**src/rtl/vga_sync_decoder_if.sv**
```systemverilog
// Sync-stream inputs and decoded raster outputs of vga_sync_decoder.
// ERR_COUNT is present only when VGA_SYNC_ERR_CNT_EN is defined.
interface vga_sync_decoder_if #(
  parameter int unsigned CNT_W = 11
) ();
  logic             H_SYNC;
  logic             V_SYNC;
  logic             LOCKED;
  logic             ACTIVE;
  logic [CNT_W-1:0] X_POS;
  logic [CNT_W-1:0] Y_POS;
  logic             FRAME_START;
  logic [CNT_W-1:0] H_TOTAL;
  logic [CNT_W-1:0] V_TOTAL;
`ifdef VGA_SYNC_ERR_CNT_EN
  logic [7:0]       ERR_COUNT;

  modport master (
    output H_SYNC, V_SYNC,
    input  LOCKED, ACTIVE, X_POS, Y_POS, FRAME_START, H_TOTAL, V_TOTAL, ERR_COUNT
  );
  modport slave (
    input  H_SYNC, V_SYNC,
    output LOCKED, ACTIVE, X_POS, Y_POS, FRAME_START, H_TOTAL, V_TOTAL, ERR_COUNT
  );
`else
  modport master (
    output H_SYNC, V_SYNC,
    input  LOCKED, ACTIVE, X_POS, Y_POS, FRAME_START, H_TOTAL, V_TOTAL
  );
  modport slave (
    input  H_SYNC, V_SYNC,
    output LOCKED, ACTIVE, X_POS, Y_POS, FRAME_START, H_TOTAL, V_TOTAL
  );
`endif
endinterface

```
**src/rtl/vga_sync_decoder.sv**
```systemverilog
// Receive-side VGA timing decoder: measures line/frame totals, locks, regenerates X/Y and data-enable.
// Optional lock-loss counter (ERR_COUNT) enabled by defining VGA_SYNC_ERR_CNT_EN.
module vga_sync_decoder #(
  parameter int unsigned H_SYNC_W     = 96,
  parameter int unsigned H_BACK_PORCH = 48,
  parameter int unsigned H_VISIBLE    = 640,
  parameter int unsigned V_SYNC_W     = 2,
  parameter int unsigned V_BACK_PORCH = 33,
  parameter int unsigned V_VISIBLE    = 480,
  parameter int unsigned LOCK_FRAMES  = 2,
  parameter int unsigned CNT_W        = 11
) (
  input  logic              CLOCK,
  input  logic              RESET_N,
  vga_sync_decoder_if.slave sync
);

  localparam logic [1:0] ST_SEARCH  = 2'd0;
  localparam logic [1:0] ST_MEASURE = 2'd1;
  localparam logic [1:0] ST_VERIFY  = 2'd2;
  localparam logic [1:0] ST_LOCKED  = 2'd3;

  localparam logic [CNT_W-1:0] CNT_MAX = '1;
  localparam logic [CNT_W-1:0] H_BEG   = CNT_W'(H_SYNC_W + H_BACK_PORCH);
  localparam logic [CNT_W:0]   H_END   = (CNT_W+1)'(H_SYNC_W + H_BACK_PORCH + H_VISIBLE);
  localparam logic [CNT_W-1:0] V_BEG   = CNT_W'(V_SYNC_W + V_BACK_PORCH);
  localparam logic [CNT_W:0]   V_END   = (CNT_W+1)'(V_SYNC_W + V_BACK_PORCH + V_VISIBLE);

  localparam int unsigned        MATCH_W    = $clog2(LOCK_FRAMES + 1);
  localparam logic [MATCH_W-1:0] MATCH_LAST = MATCH_W'(LOCK_FRAMES);

  logic               h_q, h_qq, v_q, v_qq;
  logic [CNT_W-1:0]   h_cnt, v_cnt;
  logic [1:0]         state, state_nxt;
  logic [MATCH_W-1:0] match_cnt, match_nxt, match_inc;
  logic               h_known;
  logic [CNT_W-1:0]   h_total_q, v_total_q;
  logic               locked_q, active_q, frame_start_q;
  logic [CNT_W-1:0]   x_q, y_q;

  logic               h_edge, v_edge, h_sat, h_bad, v_bad, fail;
  logic               h_latch, v_latch, in_h, in_v, visible;
  logic [CNT_W-1:0]   line_len, frame_len;

  always_comb begin
    h_edge    = h_qq & ~h_q;
    v_edge    = v_qq & ~v_q;
    line_len  = h_cnt + 1'b1;
    frame_len = v_cnt + 1'b1;
    match_inc = match_cnt + 1'b1;

    h_sat   = (h_cnt == CNT_MAX) & ~h_edge;
    h_latch = h_edge & (state != ST_SEARCH) & ~h_known;
    v_latch = v_edge & (state == ST_MEASURE);
    // Line length is only compared once a reference has been latched in this lock attempt.
    h_bad   = h_edge & (state != ST_SEARCH) & h_known & (line_len != h_total_q);
    v_bad   = v_edge & ((state == ST_VERIFY) | (state == ST_LOCKED)) & (frame_len != v_total_q);
    fail    = h_sat | h_bad | v_bad;

    state_nxt = state;
    match_nxt = match_cnt;
    if (fail) begin
      state_nxt = ST_SEARCH;
    end else if (v_edge) begin
      case (state)
        ST_SEARCH:  state_nxt = ST_MEASURE;
        ST_MEASURE: begin
          state_nxt = ST_VERIFY;
          match_nxt = '0;
        end
        ST_VERIFY: begin
          match_nxt = match_inc;
          if (match_inc == MATCH_LAST) state_nxt = ST_LOCKED;
        end
        default:    state_nxt = ST_LOCKED;
      endcase
    end

    in_h    = (h_cnt >= H_BEG) && ({1'b0, h_cnt} < H_END);
    in_v    = (v_cnt >= V_BEG) && ({1'b0, v_cnt} < V_END);
    visible = locked_q & in_h & in_v;
  end

  always_ff @(posedge CLOCK or negedge RESET_N) begin
    if (!RESET_N) begin
      h_q           <= 1'b0;
      h_qq          <= 1'b0;
      v_q           <= 1'b0;
      v_qq          <= 1'b0;
      h_cnt         <= '0;
      v_cnt         <= '0;
      state         <= ST_SEARCH;
      match_cnt     <= '0;
      h_known       <= 1'b0;
      h_total_q     <= '0;
      v_total_q     <= '0;
      locked_q      <= 1'b0;
      active_q      <= 1'b0;
      frame_start_q <= 1'b0;
      x_q           <= '0;
      y_q           <= '0;
    end else begin
      h_q  <= sync.H_SYNC;
      h_qq <= h_q;
      v_q  <= sync.V_SYNC;
      v_qq <= v_q;

      if (h_edge)                h_cnt <= '0;
      else if (h_cnt != CNT_MAX) h_cnt <= h_cnt + 1'b1;

      // A V edge coinciding with an H edge restarts the line count rather than advancing it.
      if (v_edge)                          v_cnt <= '0;
      else if (h_edge && v_cnt != CNT_MAX) v_cnt <= v_cnt + 1'b1;

      state     <= state_nxt;
      match_cnt <= match_nxt;

      if (state == ST_SEARCH) begin
        h_known <= 1'b0;
      end else if (h_latch) begin
        h_known   <= 1'b1;
        h_total_q <= line_len;
      end
      if (v_latch) v_total_q <= frame_len;

      locked_q      <= (state == ST_LOCKED);
      active_q      <= visible;
      x_q           <= visible ? (h_cnt - H_BEG) : '0;
      y_q           <= visible ? (v_cnt - V_BEG) : '0;
      frame_start_q <= v_edge & locked_q;
    end
  end

`ifdef VGA_SYNC_ERR_CNT_EN
  logic [7:0] err_cnt;

  always_ff @(posedge CLOCK or negedge RESET_N) begin
    if (!RESET_N) begin
      err_cnt <= '0;
    end else if ((state == ST_LOCKED) && (state_nxt == ST_SEARCH) && (err_cnt != 8'hFF)) begin
      err_cnt <= err_cnt + 8'd1;
    end
  end

  assign sync.ERR_COUNT = err_cnt;
`endif

  assign sync.LOCKED      = locked_q;
  assign sync.ACTIVE      = active_q;
  assign sync.X_POS       = x_q;
  assign sync.Y_POS       = y_q;
  assign sync.FRAME_START = frame_start_q;
  assign sync.H_TOTAL     = h_total_q;
  assign sync.V_TOTAL     = v_total_q;

endmodule

```
**src/flat_wrapper.sv**
```systemverilog
// flat-port wrapper written by rule: the top's interface ports become plain ports
module vga_sync_decoder_flat 
#(
  parameter int unsigned H_SYNC_W     = 96,
  parameter int unsigned H_BACK_PORCH = 48,
  parameter int unsigned H_VISIBLE    = 640,
  parameter int unsigned V_SYNC_W     = 2,
  parameter int unsigned V_BACK_PORCH = 33,
  parameter int unsigned V_VISIBLE    = 480,
  parameter int unsigned LOCK_FRAMES  = 2,
  parameter int unsigned CNT_W        = 11
)
  (CLOCK, RESET_N, sync_H_SYNC, sync_V_SYNC, sync_LOCKED, sync_ACTIVE, sync_X_POS, sync_Y_POS, sync_FRAME_START, sync_H_TOTAL, sync_V_TOTAL);
  vga_sync_decoder_if #(.CNT_W(CNT_W)) sync_i ();
  input  logic CLOCK;
  input  logic RESET_N;
  input wire logic [$bits(sync_i.H_SYNC)-1:0] sync_H_SYNC;
  input wire logic [$bits(sync_i.V_SYNC)-1:0] sync_V_SYNC;
  output wire logic [$bits(sync_i.LOCKED)-1:0] sync_LOCKED;
  output wire logic [$bits(sync_i.ACTIVE)-1:0] sync_ACTIVE;
  output wire logic [$bits(sync_i.X_POS)-1:0] sync_X_POS;
  output wire logic [$bits(sync_i.Y_POS)-1:0] sync_Y_POS;
  output wire logic [$bits(sync_i.FRAME_START)-1:0] sync_FRAME_START;
  output wire logic [$bits(sync_i.H_TOTAL)-1:0] sync_H_TOTAL;
  output wire logic [$bits(sync_i.V_TOTAL)-1:0] sync_V_TOTAL;
  assign sync_i.H_SYNC = sync_H_SYNC;
  assign sync_i.V_SYNC = sync_V_SYNC;
  assign sync_LOCKED = sync_i.LOCKED;
  assign sync_ACTIVE = sync_i.ACTIVE;
  assign sync_X_POS = sync_i.X_POS;
  assign sync_Y_POS = sync_i.Y_POS;
  assign sync_FRAME_START = sync_i.FRAME_START;
  assign sync_H_TOTAL = sync_i.H_TOTAL;
  assign sync_V_TOTAL = sync_i.V_TOTAL;
  vga_sync_decoder #(.H_SYNC_W(H_SYNC_W), .H_BACK_PORCH(H_BACK_PORCH), .H_VISIBLE(H_VISIBLE), .V_SYNC_W(V_SYNC_W), .V_BACK_PORCH(V_BACK_PORCH), .V_VISIBLE(V_VISIBLE), .LOCK_FRAMES(LOCK_FRAMES), .CNT_W(CNT_W)) u_core (.CLOCK(CLOCK), .RESET_N(RESET_N), .sync(sync_i));
endmodule
```
**config.mk**
```make
export PLATFORM = sky130hd
export DESIGN_NAME = vga_sync_decoder_flat
export DESIGN_NICKNAME = d
export VERILOG_FILES = /design/src/rtl/vga_sync_decoder_if.sv /design/src/rtl/vga_sync_decoder.sv /design/src/flat_wrapper.sv
export SDC_FILE = /design/constraint.sdc
export NUM_CORES = 1
export LEC_CHECK = 0
export CAP_MARGIN = 10
export CORE_UTILIZATION = 30
export CTS_BUF_LIST = sky130_fd_sc_hd__clkbuf_16
export DETAILED_ROUTE_END_ITERATION = 8
export PLACE_DENSITY_LB_ADDON = 0.3
export SYNTH_ARGS = -nofsm -noshare
export SYNTH_HDL_FRONTEND = slang
export SYNTH_SLANG_ARGS = --single-unit
export TNS_END_PERCENT = 5
```
**constraint.sdc**
```tcl
create_clock -name CLOCK -period 3.87 [get_ports CLOCK]
set_input_delay 0.774 -clock CLOCK [delete_from_list [all_inputs] [get_ports CLOCK]]
set_output_delay 0.774 -clock CLOCK [all_outputs]
set_load 0.05 [all_outputs]
```
# ---- Word level (Yosys, flattened, before mapping)
# Index checks and enable logic that the tools add are counted.
dict set report word_totals {
  reg_bits 78
  input_bits 4
  out_inout_bits 47
  elab_cells 83
}
dict set report op_classes {
  n_addsub 5
  magnitude_cmp 4
  n_eq_ne 10
  n_mux 13
  n_bitwise 22
  n_reduce_logical 13
}
# op count
set op_table {}
lappend op_table {{11-bit 2-to-1 mux} 6}
lappend op_table {{11-bit by 1-bit adder with 11-bit output, second input constant} 2}
lappend op_table {{11-bit by 10-bit < comparator with 1-bit output, second input constant} 2}
lappend op_table {{11-bit != test} 2}
lappend op_table {{11-bit != test, second input constant} 2}
lappend op_table {{1-bit AND} 13}
lappend op_table {{2-bit nonzero test} 6}
lappend op_table {{11-bit == test, second input constant} 1}
lappend op_table {{11-bit by 6-bit >= comparator with 1-bit output, second input constant} 1}
lappend op_table {{11-bit by 8-bit >= comparator with 1-bit output, second input constant} 1}
lappend op_table {{11-bit by 6-bit subtractor with 11-bit output, second input constant} 1}
lappend op_table {{11-bit by 8-bit subtractor with 11-bit output, second input constant} 1}
lappend op_table {{2-bit == test, second input constant} 3}
lappend op_table {{2-bit 2-to-1 mux} 3}
lappend op_table {{1-bit NOT} 6}
lappend op_table {{2-bit one-hot mux with 3 select lines} 1}
lappend op_table {{2-bit one-hot mux with 2 select lines} 1}
lappend op_table {{2-bit AND reduction} 2}
lappend op_table {{1-bit logical AND} 3}
lappend op_table {{3-bit by 2-bit != test with 1-bit output, second input constant} 1}
lappend op_table {{1-bit bitwise OR} 3}
lappend op_table {{3-bit AND reduction} 1}
lappend op_table {{2-bit by 1-bit adder with 2-bit output, second input constant} 1}
lappend op_table {{2-bit by 1-bit == test with 1-bit output, second input constant} 1}
lappend op_table {{2 further kinds} 3}

# ---- Longest topological paths before layout
dict set report depth {
  depth_word 9
  ltp_mapped 9
  ltp_nobuf 8
}

# ---- Least setup slack after synthesis
# Ideal clock, no wire load.
dict set report synth_path {
  path_kind {reg2reg}
  start {reg u_core.h_cnt[0]}
  end {reg u_core.match_cnt[0]}
  setup_time_ns 0.128
  t_arrival_ns 2.295
  required_time_ns 3.742
  slack_ns 1.447
  stages_incl_launch_ff 10
  n_path_buf 1
  synth_period_minus_slack_ns 2.423
  cell_sequence {dfrtp_1 -> ha_1 -> and3_1 -> clkbuf_1 -> a211oi_1 -> nand4b_1 -> nor4_1 -> a31oi_1 -> a211oi_2 -> mux2_1}
}
dict set report synth_between {
  elab_chain_len 7
  elab_cells_between_ends 9
  cone_classes {1 x add/sub; 2 x eq/ne; 5 x bitwise; 1 x reduce/logical}
}
# element line_no
set synth_lines {}
lappend synth_lines {{start: declaration} vga_sync_decoder.sv:33} ;# logic [CNT_W-1:0] h_cnt, v_cnt;
lappend synth_lines {{start signal: assignment} vga_sync_decoder.sv:109} ;# else if (h_cnt != CNT_MAX) h_cnt <= h_cnt + 1'b1;
lappend synth_lines {{11-bit by 1-bit adder with 11-bit output} vga_sync_decoder.sv:48} ;# line_len = h_cnt + 1'b1;
lappend synth_lines {{11-bit != test} vga_sync_decoder.sv:56} ;# h_bad = h_edge & (state != ST_SEARCH) & h_known & (line_len != h_total_q);
lappend synth_lines {{1-bit AND} vga_sync_decoder.sv:56}
lappend synth_lines {{1-bit bitwise OR (*) (2 in series)} vga_sync_decoder.sv:58} ;# fail = h_sat | h_bad | v_bad;
lappend synth_lines {{1-bit NOT (no source line) (*)} n/a}
lappend synth_lines {{3-bit AND reduction (no source line) (*)} n/a}
lappend synth_lines {{end signal: assignment} vga_sync_decoder.sv:116} ;# match_cnt <= match_nxt;
lappend synth_lines {{end: declaration} vga_sync_decoder.sv:35} ;# logic [MATCH_W-1:0] match_cnt, match_nxt, match_inc;
# Mark *: on every way between the ends. The rest lies on a longest branch, timed or not.
# A chain may end at the register's enable or synchronous reset.

# ---- Worst setup path after layout
dict set report layout_path {
  start {reg u_core.v_cnt[0]}
  end {reg u_core.match_cnt[0]}
}
dict set report layout_between {
  elab_chain_len 6
}
# element line_no
set layout_lines {}
lappend layout_lines {{start: declaration} vga_sync_decoder.sv:33}
lappend layout_lines {{start signal: assignment} vga_sync_decoder.sv:113} ;# else if (h_edge && v_cnt != CNT_MAX) v_cnt <= v_cnt + 1'b1;
lappend layout_lines {{11-bit by 1-bit adder with 11-bit output} vga_sync_decoder.sv:49} ;# frame_len = v_cnt + 1'b1;
lappend layout_lines {{11-bit != test} vga_sync_decoder.sv:57} ;# v_bad = v_edge & ((state == ST_VERIFY) | (state == ST_LOCKED)) & (frame_len != v_total_q);
lappend layout_lines {{1-bit AND} vga_sync_decoder.sv:57}
lappend layout_lines {{1-bit bitwise OR} vga_sync_decoder.sv:58}
lappend layout_lines {{1-bit NOT (no source line)} n/a}
lappend layout_lines {{3-bit AND reduction (no source line)} n/a}
# No other way between the ends.

==> impl_metrics.yaml <==
logic_synthesis:
  synth_common_cells: "dfrtp_1, nor2_1, xnor2_1"
  ys_dominant_reg_cell: "dfrtp_1"
  synth.most_common_cell: "dfrtp_1"
  ys_seq_area_share_pct: 47.4
  syn_nets: 438
  netlist_area_um2: 4120
  ys_top_cells_by_area: "dfrtp_1, xnor2_1, nor2_1, xor2_1, ha_1"
  synth_cells: 423
  synth_seq_cells: 78
  synth_compound_area_share_pct: 9.41
  yosysWarnings: 0
  synth_mux_area_share_pct: 2.61
  synth-simple-area-share_pct: 20.2
  ys_types: 48
  synth_enable_flop_cells: 0
  synth_top_area_share_pct: 47.4
  async_reset_ff_share_pct: 100
  synth_top_family_by_area: "simple AND/OR/NAND/NOR gates"
  yosysTopAreaCell: "dfrtp_1"
  syn_area_per_cell_um2: 9.74
  synth_xor_area_share_pct: 12.7
  synth_fa_ha_area_share_pct: 3.34
clocking:
  numCtsBuffers: 9
  cts-resized-gates: 0
  clkTransAtPathRegs_ns: 0.06
  clockRootBuffer: "clkbuf_16"
  post-cts-setup-buffers: 0
  cts_htree_levels: 3
  tritoncts: "done"
  clock_sinks: 78
  ctsHoldBuffers: 0
  clk_latency_ns: 0.34
  clk_path_buf_depth: 2
timing:
  finalCritPeriodShare_pct: 70.8
  drv_slew: 0
  grt_setup_unrepaired: "no"
  skew_ns: 0.00741
  fin_tns_setup_ns: 0
  fmax_ghz: 0.365
  hold_viol_final: 0
  worst_slew_pin_slew_ns: 0.979
  fin_crit_ns: 2.74
  timing.final.ws_setup_ns: 1.13
  relSlewSlack_pct: 34.8
  report.final.setup_viol: 0
finish:
  final_area_um2: 5080
  multiInputGateArea_um2: 2000
  num-fill-cells: 1285
  syn_to_final_growth_pct: 23.2
  fin_nets: 475
  seqCellArea_um2: 1950
  antenna_cells: 0
  drive_gt1_share_pct: 6.25
die:
  start_util_pct: 31.0
  rows: 42
  fp.dieH_um: 119
  die_w_um: 119
  core_area_um2: 13300
  die-area_um2: 14200
  ios: 51
setup_path:
  slowest_stage: "dfrtp_1"
  worstPathCellList: "ha_1 > xor2_1 > xnor2_1 > o2111ai_1 > nor4_1 > nand4b_1 > a211oi_2 > mux2_1"
  endpoint_kind: "register"
  slowest_delay_ns: 0.49
  critPathLaunch: "u_core.v_cnt[0]"
  required_ns: 4.09
  cp_max_fo: 8
  timing.rr.start: "u_core.v_cnt[0]"
  startpoint_type: "register"
  worstPathArrival_ns: 2.96
  worst-setup-path-type: "reg -> reg"
hold_path:
  hold_start: "u_core.v_q"
  worstHoldPathType: "reg -> reg"
pwr:
  finalPower_mw: 3.00
  internal_power_mw: 1.92
  p_seq_share_pct: 36.6
  ir_worst_vdd_mv: 0.271
  cellPowerDensity_nw_per_um2: 591
  p_sw_mw: 1.08
  swShare_pct: 35.9
  combPwrFrac_pct: 31.9
  p_clk_share_pct: 31.5
  leakagePower_nw: 2.21
detailed_routing:
  route.detailed.drc: 0
  drtIter0Drc: 269
  vias_per_cell: 4.83
  first_pass_iters: 5
  wl_per_cell_um: 14.6
  num_vias: 3090
  wl_um: 9360
  ant_nets: 0
placement:
  place_hpwl_um: 6620
  port-buffer-count: 50
  pre_cts_ws_ns: 1.14
  placed_cell_area_um2: 4750
  routabilityCongestion: 0.901
run_status:
  status: "finished, final reports clean"
global_routing:
  gr-total-overflow: 0
  grt_pass1_wl_um: 15500
  antenna_found_initial: 0
  grt_pass1_vias: 2949
  grt_util_all_layers_pct: 14.1
  grt_max_degree: 79
job:
  drv_cap: 0
-- stage by stage --
step	hold slack [ns]	instances	utilization [%]
6_report	0.378	640	38.2
5_1_grt	0.387	640	38.2
4_1_cts	0.385	640	38.2
3_5_place_dp	0.371	625	35.7
3_3_place_gp	0.366	625	35.7
2_1_floorplan	0.354	423	-
-- metal layers --
metal  wire length [µm]  track usage [%]  vias to the layer above  part of all wire [%]
met3                445             3.21                       12                   4.8
met5                  0                0                        -                     0
li1                   -                -                     1495                     -
met4                144             5.46                        0                   1.5
met1               4550             19.5                     1491                    49
met2               4220             21.2                       92                    45
-- state kept, by name, indices dropped and copies added, names as in the netlist --
register,cells
u_core.h_cnt,11
u_core.h_known,1
u_core.h_q,1
u_core.h_qq,1
u_core.match_cnt,2
u_core.state,2
u_core.sync.ACTIVE,1
u_core.sync.FRAME_START,1
u_core.sync.H_TOTAL,11
u_core.sync.LOCKED,1
u_core.sync.V_TOTAL,11
u_core.sync.X_POS,11
u_core.sync.Y_POS,11
u_core.v_cnt,11
u_core.v_q,1
u_core.v_qq,1
-- power by group through the flow --
stage	logic (mW)	registers, mW	clock network [mW]
floorplan	0.421	1.32	0
global placement	0.938	1.11	0
detailed placement	0.950	1.11	0
CTS	0.958	1.10	0.962
global route	1.03	1.12	0.996
finish	0.956	1.10	0.946
-- worst paths after layout --
path	to	slack [ns]	cells after the start
max	u_core.match_cnt[0]	1.13	8
min	u_core.v_qq	0.38	0
max reg2reg	u_core.match_cnt[0]	1.13	8
min reg2reg	u_core.v_qq	0.38	0
max in group asynchronous	u_core.v_cnt[1]	2.63	1
min in group asynchronous	u_core.sync.H_TOTAL[5]	0.58	1
-- final cells by class --
type,count,share of cell area (%)
Inverter,14,1.04
Clock buffer,9,4.44
Clock inverter,6,2.02
Multi-Input combinational cell,303,39.3
Sequential cell,78,38.5
Tap cell,176,4.34
Timing Repair Buffer,54,10.4
-- kinds of logic after synthesis --
kind of cell | count (synthesis)
and+or+nand+nor | 161
AOI/OAI and AO/OA | 66
buffers and inverters | 42
DFF | 78
muxes | 10
adders and majority gates | 11
xor gates and xnor gates | 55
-- critical path, delay by kind of cell (launching register included) --
family / cells / cell delay, ns
flip-flops: 1 / 0.49
adder cells (fa/ha/maj): 1 / 0.42
AO/OA/AOI/OAI: 2 / 0.46
AND/OR/NAND/NOR: 2 / 0.44
multiplexers: 1 / 0.34
XOR/XNOR: 2 / 0.47
-- layout by cell type, fill, tap and decap left out, types with 9 or more instances in the layout --
master,n
ha_1,11
nand2_1,29
clkbuf_16,9
clkdlybuf4s50_1,49
inv_1,15
nor2_1,61
xnor2_1,36
o21ai_0,21
dfrtp_1,78
a21oi_1,25
xor2_1,16
nand2b_1,9
(Power assumes the default switching activity.)
